<file path="src/rtl/tu_sm_decoder.sv">
// Temporal-unary sign-magnitude decoder: counts '1' beats over a framed window
// and presents the signed two's-complement result in a 1-entry output register.
module tu_sm_decoder #(
   parameter int WIDTH = 16
) (
   input  logic             clk,
   input  logic             rst,
   input  logic             clr,
   input  logic             i_valid,
   input  logic             i_start,
   input  logic             i_last,
   input  logic             i_sign,
   input  logic             i_bit,
   output logic             o_valid,
   input  logic             o_ready,
   output logic [WIDTH-1:0] o_data,
   output logic             o_ovf,
   output logic             o_busy
);

   typedef enum logic {IDLE = 1'b0, ACC = 1'b1} state_t;

   localparam logic [WIDTH-2:0] CNT_MAX = '1;

   state_t           state_q, state_d;
   logic [WIDTH-2:0] cnt_q, cnt_d;
   logic             sign_q, sign_d;
   logic             done;
   logic [WIDTH-1:0] result;

   always_comb begin
      state_d = state_q;
      cnt_d   = cnt_q;
      sign_d  = sign_q;
      done    = 1'b0;
      if (i_valid) begin
         if (i_start) begin
            // A start beat always opens a fresh window, discarding any partial count.
            cnt_d    = '0;
            cnt_d[0] = i_bit;
            sign_d   = i_sign;
            if (i_last) begin
               done    = 1'b1;
               state_d = IDLE;
            end else begin
               state_d = ACC;
            end
         end else if (state_q == ACC) begin
            if (i_bit && (cnt_q != CNT_MAX)) begin
               cnt_d = cnt_q + 1'b1;
            end
            if (i_last) begin
               done    = 1'b1;
               state_d = IDLE;
            end
         end
      end
   end

   assign result = sign_d ? -{1'b0, cnt_d} : {1'b0, cnt_d};
   assign o_busy = (state_q == ACC);

   // Output handshake: o_valid/o_data hold until o_valid & o_ready; a completion
   // in the same cycle replaces the word, and one while o_valid & ~o_ready
   // overwrites it and sets the sticky o_ovf.
   always_ff @(posedge clk or posedge rst) begin
      if (rst) begin
         state_q <= IDLE;
         cnt_q   <= '0;
         sign_q  <= 1'b0;
         o_valid <= 1'b0;
         o_data  <= '0;
         o_ovf   <= 1'b0;
      end else if (clr) begin
         state_q <= IDLE;
         cnt_q   <= '0;
         sign_q  <= 1'b0;
         o_valid <= 1'b0;
         o_data  <= '0;
         o_ovf   <= 1'b0;
      end else begin
         state_q <= state_d;
         cnt_q   <= cnt_d;
         sign_q  <= sign_d;
         if (done) begin
            o_data  <= result;
            o_valid <= 1'b1;
            if (o_valid && !o_ready) begin
               o_ovf <= 1'b1;
            end
         end else if (o_valid && o_ready) begin
            o_valid <= 1'b0;
         end
      end
   end

endmodule

</file>
<file path="config.mk">
export PLATFORM = sky130hd
export DESIGN_NAME = tu_sm_decoder
export DESIGN_NICKNAME = d
export VERILOG_FILES = /design/src/rtl/tu_sm_decoder.sv
export SDC_FILE = /design/constraint.sdc
export NUM_CORES = 1
export LEC_CHECK = 0
export ABC_AREA = 1
export BUFFER_PORTS_ARGS = -buffer_cell sky130_fd_sc_hd__buf_2
export CORE_ASPECT_RATIO = 1.1
export CORE_MARGIN = 5
export CORE_UTILIZATION = 55
export DETAILED_ROUTE_END_ITERATION = 8
export PLACE_DENSITY = 0.87
export REMOVE_ABC_BUFFERS = 1
export SLEW_MARGIN = 15
export SYNTH_ARGS = -nofsm -noshare
export SYNTH_HDL_FRONTEND = slang
export SYNTH_SLANG_ARGS = --single-unit
</file>
<file path="constraint.sdc">
create_clock -name clk -period 4.65 [get_ports clk]
set_clock_uncertainty 0.2 [all_clocks]
set_input_delay 1.1625 -clock clk [delete_from_list [all_inputs] [get_ports clk]]
set_output_delay 1.1625 -clock clk [all_outputs]
set_load 0.01 [all_outputs]
</file>
==> out/results.txt, run 1 <==
The flow ran to the end, and the final reports show no timing, DRC or antenna violations. Across all register-to-register paths, the minimum setup slack is 2000 ps. The worst register-to-register path begins at cnt_q[0]$_DFF_PP0_. OpenSTA, run right after detailed placement, puts the worst setup slack at 1020 ps.

The number of global-route vias before repair was 2019. Leaving out fill and tap cells, the most frequent cell in the layout is sky130_fd_sc_hd__nand2_1. The startpoint of the tightest hold check path was o_data[14]$_DFFE_PP0P_.

Entering global routing, the biggest net connects 24 pins. Worst min-delay path endpoint: o_data[14]$_DFFE_PP0P_. The tools report the root buffer cell as sky130_fd_sc_hd__clkbuf_8. Setup repair after global routing left no endpoint under its margin. Cells with a size suffix above 1 make up 19.9% of the layout. In this run, synthesis produced a sequential element count of 35. For the filler cell count, the log shows 339. In the final routed layout, each cell accounts on average for 13.5 µm.

Biggest fanout along the worst timing path: 18. In this run the horizontal extent of the chip is 71.1 µm. Summed over all cells, the static leakage comes to 1.36 nW. The final cell count without fillers is 384. The worst hold path passes through 2 cells. TritonCTS built the clock tree.

The area of the die came out at 5490 µm². After clock tree synthesis, the clock-pin slew on the worst setup and hold paths is 60 ps. Tightest slew margin relative to the limit: 33.2%. The most critical setup path has its startpoint at i_valid. The cell count after synthesis came out at 305. The portion of the post-synthesis area used by sequential elements was 38.7%; the distinct cell type count after synthesis was 34. The worst path in the final design needs a cycle of 3360 ps, including I/O delays and setup. The detail-routed via count per cell was 5.45. For this run, the slowest stage of the critical path takes 460 ps. The worst register-to-register path has a depth of 15. Leaving out fill and tap cells, the most frequent cells in the layout are 82 x sky130_fd_sc_hd__nand2_1, 35 x sky130_fd_sc_hd__nor2_1, 35 x sky130_fd_sc_hd__nand3_1, 35 x sky130_fd_sc_hd__dfrtp_1, 33 x sky130_fd_sc_hd__inv_1. Among cell families on the critical path, the largest total delay comes from simple AND/OR/NAND/NOR gates. For the cell area after synthesis, the log shows 2260 µm².

For the global route total overflow, the log shows 0. Power spread over the standard cell area amounts to 233 nW/µm². After the first detailed-routing iteration, the DRC count stood at 263.

The floorplan has 24 rows. Setup violations remaining at the end of the flow were counted as 0. The critical path runs through a total of 10 cells. The HPWL after detailed placement was 3.95 mm; the critical path required time was 4620 ps.

The vertical die dimension works out to 77.2 µm. Critical-path cell with the highest stage delay: sky130_fd_sc_hd__clkinv_1. The post-route DRC violation count is 0. The routability congestion estimate from global placement is 0.936, and the final period utilization is 72.2%. The logs give 0.000186 V for the maximum resistive drop on vdd and 2 for the number of H-tree levels. During synthesis, Yosys emitted a total of 0 warnings.

The first global-routing pass estimated 9.05 mm of wire. STA classifies the critical path startpoint as a primary input. The area added between synthesis and finish is 10.8%. The worst setup path category was in -> reg.

Buffers added to address setup during post-CTS repair amount to 0. For the number of iterations in the first detailed-routing pass, the log shows 4. For this run, the top clock speed supported by timing is 0.298 GHz. The final-layout setup total negative slack is 0 ps. The logs give 28 for the I/O pin count and 0 for the initial antenna violation count. The final layout contains 344 nets. STA classifies the critical path endpoint as a flip-flop. The worst-case clock buffer depth is 2, and the total CTS buffers is 5.

The tools report the diode insertion count for antenna repair as 0. For the insertion delay of the later-clocked pin in the worst-skew pair, the log shows 280 ps. Number of nets with antenna violations after detailed routing: 0. The design draws 585 µW. For the post-cts sizing count, the log shows 0. For the number of pins with negative max-slew slack in the final report, the log shows 0.

The tools report the overall via count from detail_route as 2092. The floorplan step defined a core boundary enclosing 3960 µm². CTS saw 35 sinks.

The mean instance size in the synthesized netlist came out at 7.41 µm². Traced cell by cell, the critical path runs through buf_2 -> nand2_1 -> inv_1 -> or2_2 -> o21ai_2 -> clkinv_1 -> o21ai_1 -> nand3_1 -> nand3_1 -> nand2_1. Number of port buffers: 27.

In this run the critical register-to-register path is captured at o_data[6]$_DFFE_PP0P_. Total placed cells including tap cells: 378. The final-report hold violation count is 0. Sum of buffers and inverters on the critical path: 3. The initial utilization of the core area, before any placement, comes to 57.0%. The tools report the setup slack after layout as 1290 ps.

In this run, post-CTS hold repair placed 0 buffers. For the endpoint arrival time on the critical path, the log shows 3330 ps. The slew at the pin with the worst max-slew slack is 998 ps. Max-cap violations in this run came to 0. The tools report the final core area utilization as 63.2%. The worst hold-check path type was reg -> reg. Global routing consumed, over all layers together, 20.2% of the routing resources. Sum of routed wire length over all layers: 5.18 mm.
-- synth_stat cells, drive strengths merged --
master / count / area (µm²)
nand2: 90 / 363
nor2: 45 / 243
nand3: 43 / 263
dfrtp: 35 / 876
inv: 35 / 131
nand4: 13 / 96.3
o21ai: 11 / 62.6
a21oi: 5 / 25.0
nand3b: 5 / 37.5
clkbuf: 4 / 15.0
buf: 3 / 21.3
xor2: 3 / 26.3
a31oi: 2 / 12.5
clkinv: 2 / 8.75
ha: 2 / 25.0
o21bai: 2 / 15.0
or2: 2 / 12.5
a22o: 1 / 8.76
o211a: 1 / 10.0
xnor2: 1 / 8.76
-- metal layers --
metal	up-vias	global-route usage (%)	wire length, µm
li1	1034	-	-
met2	66	32.7	2480
met5	-	0	0
met1	982	25.5	2290
met3	10	4.05	291
met4	0	9.40	116
-- report_power, final --
group,switching (mW),internal (mW),leakage (nW)
Clock,0.0956,0.0996,0.0371
Sequential,0.00321,0.310,0.485
Combinational,0.0524,0.0242,0.839
-- worst max path at each step --
stage	endpoint
2_1_floorplan	o_data[3]$_DFFE_PP0P_
3_3_place_gp	o_data[13]$_DFFE_PP0P_
3_5_place_dp	o_data[13]$_DFFE_PP0P_
4_1_cts	o_data[13]$_DFFE_PP0P_
5_1_grt	o_data[13]$_DFFE_PP0P_
6_report	o_data[13]$_DFFE_PP0P_
-- state kept, by name, indices dropped and copies added, names as in the netlist --
register and count:
o_ovf 1, cnt_q 15, o_valid 1, o_busy 1, sign_q 1, o_data 16
-- tightest hold or removal path, delay by kind of cell, from the launching register on --
kind / cells / cell delay [ps]
flops: 1 / 340
simple gates: 2 / 100
-- cells by family after synthesis --
family          after synthesis  share of synthesized area (%)
compound gates               22                           5.92
buf+inv                      44                           7.80
fa+ha+maj                     2                           1.11
xor+xnor                      4                           1.55
simple gates                198                           44.9
flops                        35                           38.7
-- final cells by class --
cell class / count / area [µm²] / area share, %
multi-input combinational: 226 / 1210 / 48.3
sequential: 35 / 876 / 35.0
timing repair buffer: 28 / 143 / 5.69
inverter: 37 / 140 / 5.59
clock buffer: 6 / 72.6 / 2.90
tap: 52 / 65.1 / 2.60
-- stage by stage --
stage | hold slack (ps) | instance area, µm²
after floorplan | 315 | 2220
after global placement | 257 | 2430
after detailed placement | 260 | 2430
after CTS | 276 | 2500
after global routing | 292 | 2500
final | 275 | 2500
(Power assumes the default switching activity.)
==> inputs of run 2 (changes only) <==
==> constraint.sdc (replaced) <==
create_clock -name clk -period 3.2 [get_ports clk]
set_clock_uncertainty 0.2 [all_clocks]
set_input_delay 0.8 -clock clk [delete_from_list [all_inputs] [get_ports clk]]
set_output_delay 0.8 -clock clk [all_outputs]
set_load 0.01 [all_outputs]
==> out/results.txt, run 2 (synthesized netlist as in run 1, its figures left out) <==
STA classifies the critical path startpoint as a flip-flop. The standard cell core area is 3960 µm². Buffers inserted to repair hold after CTS numbered 0.

The total CTS buffers is 5, and the multi-input logic area is 1210 µm². The average wire length per cell after detail routing was 12.8 µm; the total power per unit cell area was 343 nW/µm². The run gives 2610 ps as the endpoint arrival time on the critical path. In the final design database the tool counted 345 nets. The path class of the tightest hold or removal check is reg -> reg.

The detail route stage leaves a number of antenna-violating nets equal to 0. By startpoint and endpoint, the worst setup path is classified as reg -> reg. The run gives 331 ps as the worst slack at placement.

Register containing the most flip-flops in the final layout: o_data. The initial antenna violation count is 0, and the setup slack after layout is 567 ps. The shortest clock period the worst path allows after layout was 2630 ps; the maximum resistive drop on vdd was 0.000343 V. The area growth from synthesis to layout is 11.5%. Along the worst path, the maximum fanout reaches 17. For the sequential cell area in the final layout, the log shows 876 µm². The flow ran to the end, and the final reports show no timing, DRC or antenna violations. The first routing iteration left 110 violations. The run gives 9.06 mm as the first-pass GRT wire length. The total overflow left after global routing is 0.

Global routing used 20.4% of the available tracks. The leakage power figure is 1.37 nW. The tools report the initial core utilization as 57.0%. The layout has 374 filler cells.

Headroom to the max-slew limit came out at 36.0%. Entering global routing, the biggest net connects 36 pins. The final-report hold violation count is 0, and the HPWL after detailed placement is 3.92 mm.

The run gives 2 as the worst-case clock buffer depth. The total power is 864 µW. Root buffer cell: sky130_fd_sc_hd__clkbuf_8. Leaving out fill and tap cells, the most frequent cells in the layout are 82 x sky130_fd_sc_hd__nand2_1, 35 x sky130_fd_sc_hd__nor2_1, 35 x sky130_fd_sc_hd__nand3_1, 35 x sky130_fd_sc_hd__dfrtp_1, 33 x sky130_fd_sc_hd__inv_1. The post-cts sizing count came out at 0. Final hold analysis gives a worst-case slack of 278 ps. The final route contains 2030 vias. The number of iterations in the first detailed-routing pass is 4, and the number of setup buffers added after CTS is 0. For the number of global-route vias before repair, the log shows 2056.

In this run the core area contains 24 standard-cell rows. In the routed design, unresolved DRC markers number 0. Share of final-layout standard cells stronger than drive strength 1: 20.3%. The critical path endpoint category was a flip-flop. 28 I/O pins were placed.

The critical path required time is 3170 ps. The number of sinks driven by the clock tree is 35, and the instance area after placement is 2440 µm². TritonCTS built the clock tree. The run gives 24.8% as the global routing usage on met1. The congestion estimate from routability-driven global placement came to 0.963. The diode insertion count for antenna repair is 0. The leading cell type in the layout, fill and taps excluded was sky130_fd_sc_hd__nand2_1. For this run, the top clock speed supported by timing is 0.380 GHz.

In the final timing run, aggregate negative setup slack is 0 ps. Setup repair after global routing left no endpoint under its margin. The largest registers in the layout are o_data: 16 flops, cnt_q: 15 flops. For the total setup violations reported at the end of the flow, the log shows 0. The met3 usage was 3.53%.

The die covers 5490 µm². The vertical die dimension is 77.2 µm, and the final period utilization is 82.3%. At the pin with the least slew margin, the transition time is 957 ps. The register with the most flip-flops in the layout has 16 of them. The final layout contains routed wiring with a total length of 4.94 mm. The number of pins with negative max-slew slack in the final report came out at 0. Dividing the detail-routed via count by the number of cells gives 5.25.

Max-cap violations in this run came to 0. The area of all placed cells without fillers was 2520 µm². Clock-pin slew was measured on the worst setup and hold paths at 70 ps.

The fraction of met2 tracks used by global routing was 33.9%. The global-route layer with the greatest usage is met2. The die is 71.1 µm wide. At the later pin of the worst-skew pair, clock insertion delay measures 280 ps. For the number of H-tree levels, the log shows 2. Buffers placed on the I/O ports in this run total 27.
## run 2: changes by cell type in the layout (fill, tap and decap cells not counted), sizes merged
cell,change
clkbuf,+1
buf,+1
clkinv,+1
## run 2: through the flow
step	cells	util, %
6_report	387	63.6
5_1_grt	387	63.6
4_1_cts	387	63.6
3_5_place_dp	379	61.6
3_3_place_gp	379	61.6
2_1_floorplan	298	-
## run 2: power breakdown
group          switching, mW  internal [mW]  leakage [nW]
Combinational         0.0748         0.0360         0.843
Clock                  0.146          0.152        0.0422
Sequential           0.00455          0.450         0.485
## run 2: routing by layer
metal	share of wire (%)	up-vias
li1	-	1042
met1	43	914
met2	49	55
met3	3.6	19
met4	4.5	0
met5	0	-
## run 2: critical path: stages (launching register included)
cell and delay, ps:
sky130_fd_sc_hd__dfrtp_1 410, sky130_fd_sc_hd__ha_1 160, sky130_fd_sc_hd__inv_1 80, sky130_fd_sc_hd__nor2_4 190
sky130_fd_sc_hd__nand4_4 260, sky130_fd_sc_hd__nand4_1 150, sky130_fd_sc_hd__nand2_1 110, sky130_fd_sc_hd__clkinv_2 90
sky130_fd_sc_hd__ha_1 200, sky130_fd_sc_hd__nand3_2 110, sky130_fd_sc_hd__nor2_4 170, sky130_fd_sc_hd__nand2_2 90
sky130_fd_sc_hd__nand2_2 80, sky130_fd_sc_hd__nand3_1 90, sky130_fd_sc_hd__nand3_1 100, sky130_fd_sc_hd__nand2_1 50
## run 2: worst paths after layout
kind                                              from                endpoint  slack, ps  cells after the start
worst max-delay path                cnt_q[0]$_DFF_PP0_  o_data[14]$_DFFE_PP0P_        570                     15
worst min-delay path            o_data[12]$_DFFE_PP0P_  o_data[12]$_DFFE_PP0P_        280                      2
worst max register to register      cnt_q[0]$_DFF_PP0_  o_data[14]$_DFFE_PP0P_        570                     15
worst min register to register  o_data[12]$_DFFE_PP0P_  o_data[12]$_DFFE_PP0P_        280                      2
max in group asynchronous                          rst      cnt_q[2]$_DFF_PP0_       2090                      3
min in group asynchronous                          rst     o_valid$_DFFE_PP0P_        400                      3
## run 2: area by class of cell
cell class,instances,area share [%]
sequential,35,34.7
multi-input combinational,226,47.9
clock inverter,1,0.199
clock buffer,7,3.03
inverter,37,5.56
tap,52,2.58
timing repair buffer,29,5.96
==> inputs of run 3 (changes only) <==
--- a/config.mk
+++ b/config.mk
@@ -5,11 +5,11 @@
 export SDC_FILE = /design/constraint.sdc
 export NUM_CORES = 1
 export LEC_CHECK = 0
-export ABC_AREA = 1
+export ABC_AREA = 0
 export BUFFER_PORTS_ARGS = -buffer_cell sky130_fd_sc_hd__buf_2
 export CORE_ASPECT_RATIO = 1.1
 export CORE_MARGIN = 5
-export CORE_UTILIZATION = 55
+export CORE_UTILIZATION = 52
 export DETAILED_ROUTE_END_ITERATION = 8
 export PLACE_DENSITY = 0.87
 export REMOVE_ABC_BUFFERS = 1
==> constraint.sdc (replaced) <==
create_clock -name clk -period 2.3 [get_ports clk]
set_clock_uncertainty 0.2 [all_clocks]
set_input_delay 0.575 -clock clk [delete_from_list [all_inputs] [get_ports clk]]
set_output_delay 0.575 -clock clk [all_outputs]
set_load 0.01 [all_outputs]
==> out/results.txt, run 3 <==
The run finished, with violations left. The checks that failed: negative setup slack. The most common cell in the netlist was sky130_fd_sc_hd__nor2_1.

The clock reaches the later pin of the worst-skew pair after 310 ps. The vertical die dimension was 78.9 µm. The number of pins with negative max-slew slack in the final report is 0. The placed instances occupy a cell area of 2950 µm². The largest area contributor in the synthesized netlist was sky130_fd_sc_hd__dfrtp_1. The H-tree generated during clock tree synthesis spans 2 levels. The tool flagged a number of max-cap violations equal to 0. In the routed design, unresolved DRC markers number 0.

The slew at the pin with the worst max-slew slack was 502 ps; the biggest fanout along the worst timing path was 5. For the filler cell count, the log shows 224. For the routability congestion estimate from global placement, the log shows 0.964. Setup violations remaining at the end of the flow were counted as 19. The global route total overflow was 0. The overall via count from detail_route was 2820; the top-area cell type share of the netlist area was 39.0%. The run gives 0 as the final-report hold violation count. The met3 usage is 8.48%.

The number of global-route vias before repair is 2743, and the critical path required time is 2300 ps. TritonCTS built the clock tree. The synthesized netlist devotes 22.2% of its cell area to compound gates. The worst setup path is captured at a flip-flop.

At the end of the flow, the number of nets in the layout was 375. For this configuration, the core starts out at a cell density of 52.8%. CTS placed an instance of sky130_fd_sc_hd__clkbuf_8 at the clock tree root. The number of register bits inferred by synthesis came out at 35. The tools report the tightest slew margin relative to the limit as 65.6%. The register containing the most flip-flops in the final layout was o_data. The repair_antennas step left the layout with diodes totalling 0. The number of nets with antenna violations after detailed routing was 0.

IR analysis of the VDD net gives a maximum drop of 0.000475 V. For the internal cell power, the log shows 942 µW. For the sum of routed wire length over all layers, the log shows 9.67 mm. Yosys mapped the design onto 58 distinct sky130hd cell types. The share of async-settable or async-resettable flops after synthesis was 100%; the initial DRC count was 391. The number of sinks driven by the clock tree is 35, and the first-pass GRT wire length is 13.9 mm.

The worst register-to-register path ends at o_data[12]$_DFFE_PP0P_. I/O pin count: 28. The final critical path takes up 146% of the cycle. The worst slack at placement was -756 ps. After clock tree synthesis, the clock-pin slew on the worst setup and hold paths is 90 ps. For met2 alone, demand over resource in global routing was 51.2%.

The layer flagged by global routing as most heavily used is met2. During placement, the flow inserted port buffers numbering 27. Detail-routed via count per cell: 6.73.

The final core area utilization is 82.0%, and the flip-flop count of the largest register after layout is 16. The floorplan step defined a die boundary enclosing 5730 µm². By area the synthesized netlist is led by sky130_fd_sc_hd__dfrtp_1 39%, sky130_fd_sc_hd__nor2_1 6.7%, sky130_fd_sc_hd__nand2_1 4.7%.

The worst path needs 3350 ps of the cycle, external delays included. After detailed routing, the average wire length per cell comes to 23.1 µm. The mean instance size in the synthesized netlist is 8.77 µm², and the sequential cell area in the final layout is 876 µm². The most common flop cell mapped by yosys is sky130_fd_sc_hd__dfrtp_1.

Across all register-to-register paths, the minimum setup slack is -1050 ps. For the worst-case clock buffer depth, the log shows 2. Kind of start point of the critical path: a flip-flop.

After synthesis, the share of cell area in mux cells is 2.34%. The critical path is of the reg -> reg type. Power spread over the standard cell area amounts to 397 nW/µm². The run gives 5.25 mm as the HPWL after detailed placement.

The floorplan step set the die width to 72.7 µm. The clock network accounts for 35.9% of the total power. Yosys printed 0 warnings. By count the netlist is led by 40 x sky130_fd_sc_hd__nor2_1, 35 x sky130_fd_sc_hd__dfrtp_1, 28 x sky130_fd_sc_hd__nand2_1, 13 x sky130_fd_sc_hd__nand3_1, 10 x sky130_fd_sc_hd__xnor2_1.

The share of the synthesized netlist area taken by xor and xnor gates came out at 6.24%. The number of iterations in the first detailed-routing pass is 5, and the final-layout setup total negative slack is -12230 ps. In the final layout, the registers with the most flip-flops are o_data: 16 flops, cnt_q: 15 flops. Of the synthesized area, sequential elements account for 39.0%. In this run the power spent charging and discharging nets is 441 µW. The post-cts hold buffer count was 0.

The launching instance or port of the critical path is cnt_q[0]$_DFF_PP0_. For the area of all placed cells without fillers, the log shows 3490 µm². The launch point of the worst reg-to-reg path was cnt_q[0]$_DFF_PP0_. The multi-input logic area was 1590 µm². The share of total power dissipated in combinational logic is 17.9%. In this run, CTS created clock tree buffers numbering 5. The logs give 0 for the initial antenna violation count and 0.299 GHz for the timing-limited maximum frequency. The number of instances in the synthesized netlist came out at 256. The run gives 1.62 nW as the leakage power figure. The leading cell type in the layout, fill and taps excluded is sky130_fd_sc_hd__buf_4. In the final layout, the share of cells above drive strength 1 is 50.1%. Number of synthesized flops with an enable pin: 0. Per report_power, the sequential group accounts for 46.2% of the total. The logs give 25 for the cell row count and 31.8% for the total routing usage reported by global routing. The top cell types in the final layout, fill and taps aside, are 81 x sky130_fd_sc_hd__buf_4, 35 x sky130_fd_sc_hd__dfrtp_1, 34 x sky130_fd_sc_hd__nor2_1, 27 x sky130_fd_sc_hd__buf_2, 25 x sky130_fd_sc_hd__nand2_1. The tools report the pin count of the biggest net entering global routing as 36.

The core region is 4250 µm². The worst-case reg-to-reg path depth works out to 12. The worst hold-check path type is in -> async. Global routing usage on met1: 36.8%. Net switching is 31.9% of the power. Setup repair after global routing could not meet its margin everywhere. Of the total synthesized cell area, the portion taken by AND, OR, NAND and NOR gates is 25.5%.

From synthesis to final layout, the design area changed by 55.3%. The setup slack after layout is -1050 ps, and the endpoint arrival time on the critical path is 3350 ps. The combinational family with the most area after synthesis is simple AND/OR/NAND/NOR gates.

The arithmetic-cell share of the synthesized area counting full adders, half adders and majority gates came out at 1.11%. Summing every instance area after synthesis gives 2250 µm².
run 3: power groups by stage:
stage               clock (mW)  combinational, mW  sequential, mW
global route             0.524              0.263           0.639
global placement             0              0.171           0.647
detailed placement           0              0.177           0.648
CTS                      0.485              0.213           0.636
finish                   0.497              0.248           0.639
floorplan                    0             0.0786           0.655
run 3: kinds of logic (layout without fill, tap and decap cells):
family | Yosys count | after routing
simple gates | 115 | 115
compound gates | 63 | 63
flops | 35 | 35
buf+inv | 20 | 129
xor+xnor | 16 | 16
mux | 5 | 5
fa+ha+maj | 2 | 2
run 3: how the worst max path moves through the flow:
stage | endpoint | slack, ps | depth (start not counted)
after floorplan | o_data[12]$_DFFE_PP0P_ | -640 | 11
after global placement | o_data[12]$_DFFE_PP0P_ | -630 | 11
after detailed placement | o_data[12]$_DFFE_PP0P_ | -760 | 11
after CTS | o_data[15]$_DFFE_PP0P_ | -710 | 10
after global routing | o_data[12]$_DFFE_PP0P_ | -1110 | 12
final | o_data[12]$_DFFE_PP0P_ | -1050 | 12
run 3: timing repair:
action                                  CTS  global route
pin swaps                                34            18
gates resized for setup                  35            40
hold endpoints to repair                  0             0
endpoints found under the setup margin   16            23
setup buffers                            11             9
run 3: worst max-delay path, stage by stage (launching register included):
cell and delay (ps):
sky130_fd_sc_hd__dfrtp_1 400, sky130_fd_sc_hd__ha_2 210, sky130_fd_sc_hd__nand4_1 170, sky130_fd_sc_hd__or4_4 500
sky130_fd_sc_hd__a211oi_4 300, sky130_fd_sc_hd__or2_4 200, sky130_fd_sc_hd__ha_4 150, sky130_fd_sc_hd__inv_4 40
sky130_fd_sc_hd__a2111oi_4 350, sky130_fd_sc_hd__buf_6 200, sky130_fd_sc_hd__a31oi_1 100, sky130_fd_sc_hd__xor2_1 160
sky130_fd_sc_hd__a211oi_1 250
run 3: routing by layer:
| metal | share of wire, % | vias to the layer above |
|---|---|---|
| li1 | - | 1154 |
| met2 | 48 | 253 |
| met4 | 8.4 | 0 |
| met1 | 35 | 1317 |
| met3 | 9.2 | 96 |
| met5 | 0 | - |
run 3: layout make-up:
cell class / instances / area share (%)
clock inverter: 3 / 0.682
multi-input combinational: 201 / 45.5
sequential: 35 / 25.1
clock buffer: 5 / 1.97
inverter: 5 / 0.610
tap: 54 / 1.94
timing repair buffer: 116 / 24.1
run 3: metrics by stage:
step / total power [mW] / hold WS [ps] / std cells
5_1_grt: 1.43 / 200 / 419
4_1_cts: 1.33 / 177 / 414
3_3_place_gp: 0.817 / 292 / 397
6_report: 1.38 / 157 / 419
3_5_place_dp: 0.825 / 295 / 397
2_1_floorplan: 0.734 / 331 / 241
